--- src/rtl/sdram_port_arbiter_if.sv ---
// Command/response bus between an SDRAM requester and its server.
// master: drives rd_n/wr_n/addr/be_n/wdata; slave: drives wait_req/valid/rdata.
interface sdram_port_arbiter_if #(
    parameter int ADDR_W = 22,
    parameter int DATA_W = 16,
    parameter int BE_W   = 2
);
    logic              rd_n;
    logic              wr_n;
    logic [ADDR_W-1:0] addr;
    logic [BE_W-1:0]   be_n;
    logic [DATA_W-1:0] wdata;
    logic              wait_req;
    logic              valid;
    logic [DATA_W-1:0] rdata;

    modport master (
        output rd_n, wr_n, addr, be_n, wdata,
        input  wait_req, valid, rdata
    );

    modport slave (
        input  rd_n, wr_n, addr, be_n, wdata,
        output wait_req, valid, rdata
    );
endinterface

--- src/rtl/sdram_port_arbiter.sv ---
// Two-port round-robin arbiter in front of one SDRAM controller; read tags
// route in-order za_valid data back to the issuing port.
// Ports: clk, reset_n (sync, active-low); p0/p1 requester buses (slave side);
// ctl controller bus (master side); o_grant one-hot owner, o_pending reads
// outstanding, o_orphan sticky flag for read data with no outstanding tag.
module sdram_port_arbiter #(
    parameter int ADDR_W      = 22,
    parameter int DATA_W      = 16,
    parameter int BE_W        = 2,
    parameter int MAX_PENDING = 8
) (
    input  logic                         clk,
    input  logic                         reset_n,
    sdram_port_arbiter_if.slave          p0,
    sdram_port_arbiter_if.slave          p1,
    sdram_port_arbiter_if.master         ctl,
    output logic [1:0]                   o_grant,
    output logic [$clog2(MAX_PENDING):0] o_pending,
    output logic                         o_orphan
);
    localparam int PW = $clog2(MAX_PENDING);
    localparam logic [PW:0] FULL_CNT = (PW+1)'(MAX_PENDING);

    typedef enum logic [1:0] {IDLE, OWN0, OWN1} state_t;

    state_t state, state_n;
    logic   prio, prio_n;

    logic req0, req1, wr0, wr1;
    logic own, sel, cur_req, cur_wr, oth_req;
    logic stall, accept, cur_wait;

    logic [MAX_PENDING-1:0] tag_mem;
    logic [PW-1:0]          wp, rp;
    logic [PW:0]            count;
    logic                   full, empty, push, pop, push_tag, head;

    // Write wins when a port asserts both strobes.
    assign req0 = ~p0.rd_n | ~p0.wr_n;
    assign req1 = ~p1.rd_n | ~p1.wr_n;
    assign wr0  = ~p0.wr_n;
    assign wr1  = ~p1.wr_n;

    assign full  = (count == FULL_CNT);
    assign empty = (count == '0);
    assign pop   = ctl.valid & ~empty;
    assign head  = tag_mem[rp];

    // Read data is a pure pass-through; the head tag picks who sees valid.
    assign p0.valid = pop & ~head;
    assign p1.valid = pop & head;
    assign p0.rdata = ctl.rdata;
    assign p1.rdata = ctl.rdata;

    assign o_grant   = {state == OWN1, state == OWN0};
    assign o_pending = count;

    always_comb begin
        state_n   = state;
        prio_n    = prio;
        push      = 1'b0;
        push_tag  = 1'b0;
        ctl.rd_n  = 1'b1;
        ctl.wr_n  = 1'b1;
        ctl.addr  = '0;
        ctl.be_n  = '0;
        ctl.wdata = '0;
        p0.wait_req = 1'b1;
        p1.wait_req = 1'b1;

        own     = (state != IDLE);
        sel     = (state == OWN1);
        cur_req = sel ? req1 : req0;
        cur_wr  = sel ? wr1 : wr0;
        oth_req = sel ? req0 : req1;
        // A read cannot issue without a free tag slot.
        stall    = own & cur_req & ~cur_wr & full;
        accept   = own & cur_req & ~stall & ~ctl.wait_req;
        cur_wait = ctl.wait_req | stall;

        if (own) begin
            if (sel) begin
                ctl.addr    = p1.addr;
                ctl.be_n    = p1.be_n;
                ctl.wdata   = p1.wdata;
                p1.wait_req = cur_wait;
            end else begin
                ctl.addr    = p0.addr;
                ctl.be_n    = p0.be_n;
                ctl.wdata   = p0.wdata;
                p0.wait_req = cur_wait;
            end
            ctl.wr_n = ~cur_wr;
            ctl.rd_n = ~(cur_req & ~cur_wr & ~stall);
        end

        unique case (state)
            IDLE: begin
                if (req0 & req1)
                    state_n = prio ? OWN1 : OWN0;
                else if (req0)
                    state_n = OWN0;
                else if (req1)
                    state_n = OWN1;
            end
            default: begin
                if (!cur_req) begin
                    // Owner withdrew before acceptance.
                    state_n = IDLE;
                end else if (accept) begin
                    prio_n   = ~sel;
                    push     = ~cur_wr;
                    push_tag = sel;
                    if (oth_req)
                        state_n = sel ? OWN0 : OWN1;
                end
            end
        endcase
    end

    always_ff @(posedge clk) begin
        if (!reset_n) begin
            state    <= IDLE;
            prio     <= 1'b0;
            wp       <= '0;
            rp       <= '0;
            count    <= '0;
            tag_mem  <= '0;
            o_orphan <= 1'b0;
        end else begin
            state <= state_n;
            prio  <= prio_n;
            if (push) begin
                tag_mem[wp] <= push_tag;
                wp          <= wp + 1'b1;
            end
            if (pop)
                rp <= rp + 1'b1;
            count <= count + {{PW{1'b0}}, push} - {{PW{1'b0}}, pop};
            if (ctl.valid & empty)
                o_orphan <= 1'b1;
        end
    end
endmodule
--- src/flat_wrapper.sv ---
// flat-port wrapper written by rule: the top's interface ports become plain ports
module sdram_port_arbiter_flat 
#(
    parameter int ADDR_W      = 22,
    parameter int DATA_W      = 16,
    parameter int BE_W        = 2,
    parameter int MAX_PENDING = 8
)
  (clk, reset_n, o_grant, o_pending, o_orphan, p0_rd_n, p0_wr_n, p0_addr, p0_be_n, p0_wdata, p0_wait_req, p0_valid, p0_rdata, p1_rd_n, p1_wr_n, p1_addr, p1_be_n, p1_wdata, p1_wait_req, p1_valid, p1_rdata, ctl_rd_n, ctl_wr_n, ctl_addr, ctl_be_n, ctl_wdata, ctl_wait_req, ctl_valid, ctl_rdata);
  sdram_port_arbiter_if #(.ADDR_W(ADDR_W), .DATA_W(DATA_W), .BE_W(BE_W)) p0_i ();
  sdram_port_arbiter_if #(.ADDR_W(ADDR_W), .DATA_W(DATA_W), .BE_W(BE_W)) p1_i ();
  sdram_port_arbiter_if #(.ADDR_W(ADDR_W), .DATA_W(DATA_W), .BE_W(BE_W)) ctl_i ();
  input  logic clk;
  input  logic reset_n;
  output logic [1:0] o_grant;
  output logic [$clog2(MAX_PENDING):0] o_pending;
  output logic o_orphan;
  input wire logic [$bits(p0_i.rd_n)-1:0] p0_rd_n;
  input wire logic [$bits(p0_i.wr_n)-1:0] p0_wr_n;
  input wire logic [$bits(p0_i.addr)-1:0] p0_addr;
  input wire logic [$bits(p0_i.be_n)-1:0] p0_be_n;
  input wire logic [$bits(p0_i.wdata)-1:0] p0_wdata;
  output wire logic [$bits(p0_i.wait_req)-1:0] p0_wait_req;
  output wire logic [$bits(p0_i.valid)-1:0] p0_valid;
  output wire logic [$bits(p0_i.rdata)-1:0] p0_rdata;
  input wire logic [$bits(p1_i.rd_n)-1:0] p1_rd_n;
  input wire logic [$bits(p1_i.wr_n)-1:0] p1_wr_n;
  input wire logic [$bits(p1_i.addr)-1:0] p1_addr;
  input wire logic [$bits(p1_i.be_n)-1:0] p1_be_n;
  input wire logic [$bits(p1_i.wdata)-1:0] p1_wdata;
  output wire logic [$bits(p1_i.wait_req)-1:0] p1_wait_req;
  output wire logic [$bits(p1_i.valid)-1:0] p1_valid;
  output wire logic [$bits(p1_i.rdata)-1:0] p1_rdata;
  output wire logic [$bits(ctl_i.rd_n)-1:0] ctl_rd_n;
  output wire logic [$bits(ctl_i.wr_n)-1:0] ctl_wr_n;
  output wire logic [$bits(ctl_i.addr)-1:0] ctl_addr;
  output wire logic [$bits(ctl_i.be_n)-1:0] ctl_be_n;
  output wire logic [$bits(ctl_i.wdata)-1:0] ctl_wdata;
  input wire logic [$bits(ctl_i.wait_req)-1:0] ctl_wait_req;
  input wire logic [$bits(ctl_i.valid)-1:0] ctl_valid;
  input wire logic [$bits(ctl_i.rdata)-1:0] ctl_rdata;
  assign p0_i.rd_n = p0_rd_n;
  assign p0_i.wr_n = p0_wr_n;
  assign p0_i.addr = p0_addr;
  assign p0_i.be_n = p0_be_n;
  assign p0_i.wdata = p0_wdata;
  assign p0_wait_req = p0_i.wait_req;
  assign p0_valid = p0_i.valid;
  assign p0_rdata = p0_i.rdata;
  assign p1_i.rd_n = p1_rd_n;
  assign p1_i.wr_n = p1_wr_n;
  assign p1_i.addr = p1_addr;
  assign p1_i.be_n = p1_be_n;
  assign p1_i.wdata = p1_wdata;
  assign p1_wait_req = p1_i.wait_req;
  assign p1_valid = p1_i.valid;
  assign p1_rdata = p1_i.rdata;
  assign ctl_rd_n = ctl_i.rd_n;
  assign ctl_wr_n = ctl_i.wr_n;
  assign ctl_addr = ctl_i.addr;
  assign ctl_be_n = ctl_i.be_n;
  assign ctl_wdata = ctl_i.wdata;
  assign ctl_i.wait_req = ctl_wait_req;
  assign ctl_i.valid = ctl_valid;
  assign ctl_i.rdata = ctl_rdata;
  sdram_port_arbiter #(.ADDR_W(ADDR_W), .DATA_W(DATA_W), .BE_W(BE_W), .MAX_PENDING(MAX_PENDING)) u_core (.clk(clk), .reset_n(reset_n), .p0(p0_i), .p1(p1_i), .ctl(ctl_i), .o_grant(o_grant), .o_pending(o_pending), .o_orphan(o_orphan));
endmodule
--- config.mk ---
export PLATFORM = sky130hd
export DESIGN_NAME = sdram_port_arbiter_flat
export DESIGN_NICKNAME = d
export VERILOG_FILES = /design/src/rtl/sdram_port_arbiter_if.sv /design/src/rtl/sdram_port_arbiter.sv /design/src/flat_wrapper.sv
export SDC_FILE = /design/constraint.sdc
export NUM_CORES = 1
export LEC_CHECK = 0
export CORE_UTILIZATION = 30
export DETAILED_ROUTE_END_ITERATION = 8
export GPL_ROUTABILITY_DRIVEN = 0
export GPL_TIMING_DRIVEN = 0
export PLACE_DENSITY = 0.92
export SKIP_CTS_REPAIR_TIMING = 1
export SYNTH_ARGS = -nofsm -noshare
export SYNTH_HDL_FRONTEND = slang
export SYNTH_SLANG_ARGS = --single-unit
export TNS_END_PERCENT = 30
--- constraint.sdc ---
create_clock -name clk -period 3.1 [get_ports clk]
set_clock_uncertainty 0.2 [all_clocks]
set_input_delay 0.93 -clock clk [delete_from_list [all_inputs] [get_ports clk]]
set_output_delay 0.93 -clock clk [all_outputs]
set_load 0.01 [all_outputs]
; ---- Word level (Yosys, flattened, before mapping)
; Cells that the tools add are included.
[word_totals]
out_inout_bits = 85
memories = 0
word_cells = 88
input_bits = 104
latchBits = 0
ram_bits = 0
rom_bits = 0
ff_bits = 22
[op_classes]
n_reduce_logical = 6
add_sub_neg = 4
mul = 0
order_cmp = 3
n_mux = 35
shift = 0
eq_ne = 6
n_bitwise = 27
div_mod_pow = 0
[ops]
columns = cell, n
row1 = $mux 22, 2
row2 = $mux 16, 2
row3 = $mux 2, 11
row4 = $mux 1, 17
row5 = $and 1x1->1, 12
row6 = $not 1->1, 12
row7 = $bwmux 8, 1
row8 = $lt 3x4->1 const B, 2
row9 = $add 3x1->3 const B, 2
row10 = $ne 3x3->1 const B, 2
row11 = $reduce_and 3->1, 2
row12 = $add 4x1->4, 1
row13 = $eq 4x4->1 const B, 1
row14 = $logic_not 4->1, 1
row15 = $ne 4x1->1 const B, 1
row16 = $sub 4x1->4, 1
row17 = $bmux 1 s3, 1
row18 = $demux 1 s3, 1
row19 = $ge 3x1->1 const B, 1
row20 = $or 1x1->1, 3
row21 = $eq 2x1->1 const B, 1
row22 = $eq 2x2->1 const B, 1
row23 = $logic_not 2->1, 1
row24 = $reduce_bool 2->1, 1
row25 = $logic_and 1x1->1, 1

; ---- Logic depth before layout (Yosys ltp)
; Gate-level depths: netlist of run 1.
[depth]
depth_word = 14
mapped_depth = 12
ltp_nobuf = 12

; ---- Worst setup path after synthesis of run 1
; OpenSTA, ideal clock, no wires.
[synth_path]
path_type = input to output
start = input p0_rd_n
end = output p0_wait_req
stages = 4
path_slack_ns = 0.376
t_required_ns = 1.970
n_path_buf = 0
arrival_ns = 1.594
cell_sequence = nand3b_1 -> nand2_1 -> a31oi_1 -> nand2_1
[synth_via]
elab_chain_len = 9
[synth_lines]
columns = item, line_no
row1 = "start, declared", flat_wrapper.sv:18  ; input wire logic [$bits(p0_i.rd_n)-1:0] p0_rd_n;
row2 = $not 1->1, sdram_port_arbiter.sv:39  ; assign req0 = ~p0.rd_n | ~p0.wr_n;
row3 = $or 1x1->1, sdram_port_arbiter.sv:39
row4 = $mux 1, sdram_port_arbiter.sv:73  ; cur_req = sel ? req1 : req0;
row5 = $and 1x1->1 (3 in series), sdram_port_arbiter.sv:77  ; stall = own & cur_req & ~cur_wr & full;
row6 = $or 1x1->1, sdram_port_arbiter.sv:79  ; cur_wait = ctl.wait_req | stall;
row7 = $mux 1, sdram_port_arbiter.sv:82  ; if (sel) begin
row8 = $mux 1, sdram_port_arbiter.sv:81  ; if (own) begin
row9 = "end, declared", flat_wrapper.sv:23  ; output wire logic [$bits(p0_i.wait_req)-1:0] p0_wait_req;
; No other way between the ends.

; ---- Final worst setup path of run 1
[layout_path]
start = input p0_addr[15]
end = output ctl_addr[15]
[layout_via]
elab_chain_len = 2
[layout_lines]
columns = item, line_no
row1 = "start, declared", flat_wrapper.sv:20  ; input wire logic [$bits(p0_i.addr)-1:0] p0_addr;
row2 = $mux 22, sdram_port_arbiter.sv:82
row3 = $mux 22, sdram_port_arbiter.sv:81
row4 = "end, declared", flat_wrapper.sv:36  ; output wire logic [$bits(ctl_i.addr)-1:0] ctl_addr;
; No other way between the ends.

==> results.md, run 1 <==
- Status: complete, but fails checks
- Failing checks: negative setup slack
- Via count of the routed design: 2330
- Fraction of power consumed by the clock network: 9.8%
- Total power divided by cell area: roughly 540 nW/um^2
- Effective utilization at floorplan: roughly a third
- Grt ovf: 0
- Clock root cell: clkbuf_8
- Maximum capacitance violations: 0
- Dpl hpwl: ~6000 um
- Area of placed instances: between 3000 and 4000 um^2
- Number of enable flip-flop cells after synthesis: 0
- Hold Path Class: flop to flop
- CTS tree: yes
- XOR/XNOR Fraction of Synth Area: between 2 and 3%
- Share of power burned in registers: roughly 18%
- Vias in the first global route: 2302
- Post-synth cell types: between 40 and 50
- Required arrival time at the worst endpoint: just under 2 ns
- Antenna Cells: 0
- Worst slew slack as a fraction of its limit: between 60% and 70%
- Area of the core: 6030 um^2
- CTS max path bufs: 2
- Combinational power share: between 70% and 80%
- Initial DRC Count: slightly above 100
- Post-Syn Area: between 1500 and 2000 um^2
- Maximum number of pins on one net before global-route repair: 13
- First-pass GRT wire length: around 11000 um
- CP Launch Type: input port
- Final Core Density: between 60% and 70%
- Cell types with the largest area share after synthesis: dfxtp_1, a22o_1, buf_4
- Highest net fanout along the worst path: 1
- Setup slack after layout: -0.0990 ns
- Peak VDD IR: approximately 300 uV
- Horizontal extent of the die: roughly 82 um
- Num Clock Sinks: 22
- Top-area cell type share of the netlist area: 23.0%
- Post-Place Setup Slack: -0.772 ns
- Sequential fraction of the synthesis area: between 20% and 30%
- Average vias per placed instance: roughly 4.9
- Post-layout min period: 3.20 ns
- Type of element capturing the critical path: primary output
- Endpoints failing setup: 6
- Complex-gate fraction of the synthesized area: 33.3%
- Per-instance average area after synthesis: slightly below 9 um^2
- Register-to-Register Setup Slack: roughly 0.50 ns
- Final hold vios: 0
- Yosys Warn Count: 0
- TritonCTS buffer count: 3
- GRT Util Overall: between 20% and 30%
- Switching share of total power: 38.6%
- Count of final max-slew check failures: 0
- Number of input and output port buffers inserted: 171
- Design internal power: about 1.3 mW
- Average wire per standard cell: ~15 um
- Final Cell Area: 3950 um^2
- Number of antenna violations at the first check in global routing: 1
- Area share of fa/ha/maj cells after synthesis: under 10%
- Transition at the pin with the smallest max-transition slack: between 0.5 and 0.6 ns
- Drt total wl: between 7000 and 8000 um
- Gate count after technology mapping: 218
- Fin crit share: 103%
- Net Count, Synth: between 300 and 400
- Layout net count: 510
- Arrival time reported for the critical path endpoint: 2.07 ns
- Yosys reg bits: 22
- Setup TNS Final: -0.526 ns
- Fraction of synthesized area in multiplexers: 4.44%
- Fraction of registers with async set or reset after synthesis: 0%
- Ports placed on the boundary: ~190
- Crit Path Category: input port to primary output
- Main combinational cell family by area after synthesis: compound AO/OA/AOI/OAI gates
- Share of synthesized cell area in and, or, nand and nor gates: 11.1%
- H-tree depth: 1
- Switching component of the power: approximately 820 uW
- Clock transition time at the flip-flop clock pins of the worst setup and hold paths: 0.08 ns
- Y dimension of the die: slightly above 80 um
- Area growth, synth to finish: 106%
- Fraction of final layout cells sized beyond drive strength 1: 16.2%
- TritonRoute pass-1 iters: 4
- Fmax: ~310 MHz
- DRC violation count after routing: 0
- Later-pin clock latency in the skew report: between 0.2 and 0.3 ns
- Setup repair after global routing missed its margin: true
- Ys flop type: dfxtp_1
- Post-route ant nets: 0
- Library cell with the largest summed area after synthesis: dfxtp_1
- Area of the die: around 6700 um^2
- Lkg Pwr: approximately 2.1 nW
- Site Rows: 28
==> critical path: stages <==
cell and delay, ns:
clkdlybuf4s50_1 0.45, a22o_1 0.14, clkdlybuf4s50_1 0.54
==> cells in the final DEF, fill, tap and decap left out, drive strengths merged, types with 3 or more instances in the layout <==
master / synthesis / routed
buf: 42 / 46
nand2b: 3 / 3
a31oi: 3 / 3
xor2: 4 / 4
dfxtp: 22 / 22
a22o: 40 / 40
inv: 10 / 10
clkbuf: 7 / 11
nand2: 19 / 19
mux2i: 4 / 4
nor2b: 4 / 4
clkdlybuf4s50: 0 / 126
a21oi: 4 / 4
o31ai: 7 / 7
nor2: 9 / 9
dlymetal6s2s: 0 / 44
ha: 8 / 8
o211ai: 7 / 7
==> metal layers <==
metal  wire (um)  global-route usage [%]  up-vias
met4         107                    8.25        2
met2        3770                    35.1      121
met5          12                       0        -
met1        2810                    24.4     1066
met3         576                    4.78       13
li1            -                       -     1128
==> metrics by stage <==
step / hold slack, ns / cells / power, mW
5_1_grt: 0.320 / 471 / 2.27
3_5_place_dp: 0.273 / 464 / 1.93
6_report: 0.284 / 471 / 2.13
4_1_cts: 0.284 / 468 / 2.15
3_3_place_gp: 0.264 / 464 / 1.88
2_1_floorplan: 0.252 / 218 / 1.17
==> worst paths after layout <==
| check | cells after the start | start | end |
|---|---|---|---|
| max | 3 | p0_addr[15] | ctl_addr[15] |
| min | 2 | u_core.tag_mem[1] | u_core.tag_mem[1] |
| max reg2reg | 11 | u_core.o_pending[1] | u_core.o_pending[2] |
| min reg2reg | 2 | u_core.tag_mem[1] | u_core.tag_mem[1] |
==> area by class of cell <==
type	count	area (um^2)
multi-input combinational	136	1130
clock buffer	4	55.1
buffer	49	353
tap	75	93.8
fill	480	2080
inverter	11	41.3
sequential	22	440
timing repair buffer	174	1840
==> state kept, by name, indices dropped and copies added (netlist names) <==
name              flops
u_core.o_orphan       1
u_core.o_pending      4
u_core.prio           1
u_core.rp             3
u_core.state          2
u_core.tag_mem        8
u_core.wp             3
==> power groups by stage <==
stage / clock network (mW) / registers, mW / logic (mW)
after floorplan: 0 / 0.388 / 0.780
after global placement: 0 / 0.382 / 1.50
after detailed placement: 0 / 0.386 / 1.54
after CTS: 0.214 / 0.379 / 1.55
after global routing: 0.222 / 0.389 / 1.66
final: 0.209 / 0.378 / 1.54
==> cell families after synthesis <==
| family | count (synthesis) |
|---|---|
| mux | 6 |
| flops | 22 |
| compound gates | 74 |
| xor+xnor | 6 |
| fa+ha+maj | 9 |
| buf+inv | 60 |
| simple gates | 41 |
==> Yosys cell counts, drive strengths merged, types with 2 or more instances <==
cell	instances
buf	42
a22o	40
dfxtp	22
nand2	19
inv	10
nor2	9
ha	8
clkbuf	7
o211ai	7
o31ai	7
a21oi	4
mux2i	4
nor2b	4
xor2	4
a31oi	3
nand2b	3
a21boi	2
and2	2
mux4	2
o21ai	2
o311ai	2
o41ai	2
xnor2	2
Note: power is estimated with default switching activity, not from simulation.
==> run 2: changes to the inputs <==
--- a/config.mk
+++ b/config.mk
@@ -11,6 +11,7 @@
 export GPL_TIMING_DRIVEN = 0
 export PLACE_DENSITY = 0.92
 export SKIP_CTS_REPAIR_TIMING = 1
+export SLEW_MARGIN = 10
 export SYNTH_ARGS = -nofsm -noshare
 export SYNTH_HDL_FRONTEND = slang
 export SYNTH_SLANG_ARGS = --single-unit
==> results of run 2 <==
Final layout, timing and power as in run 1 (identical DEF).
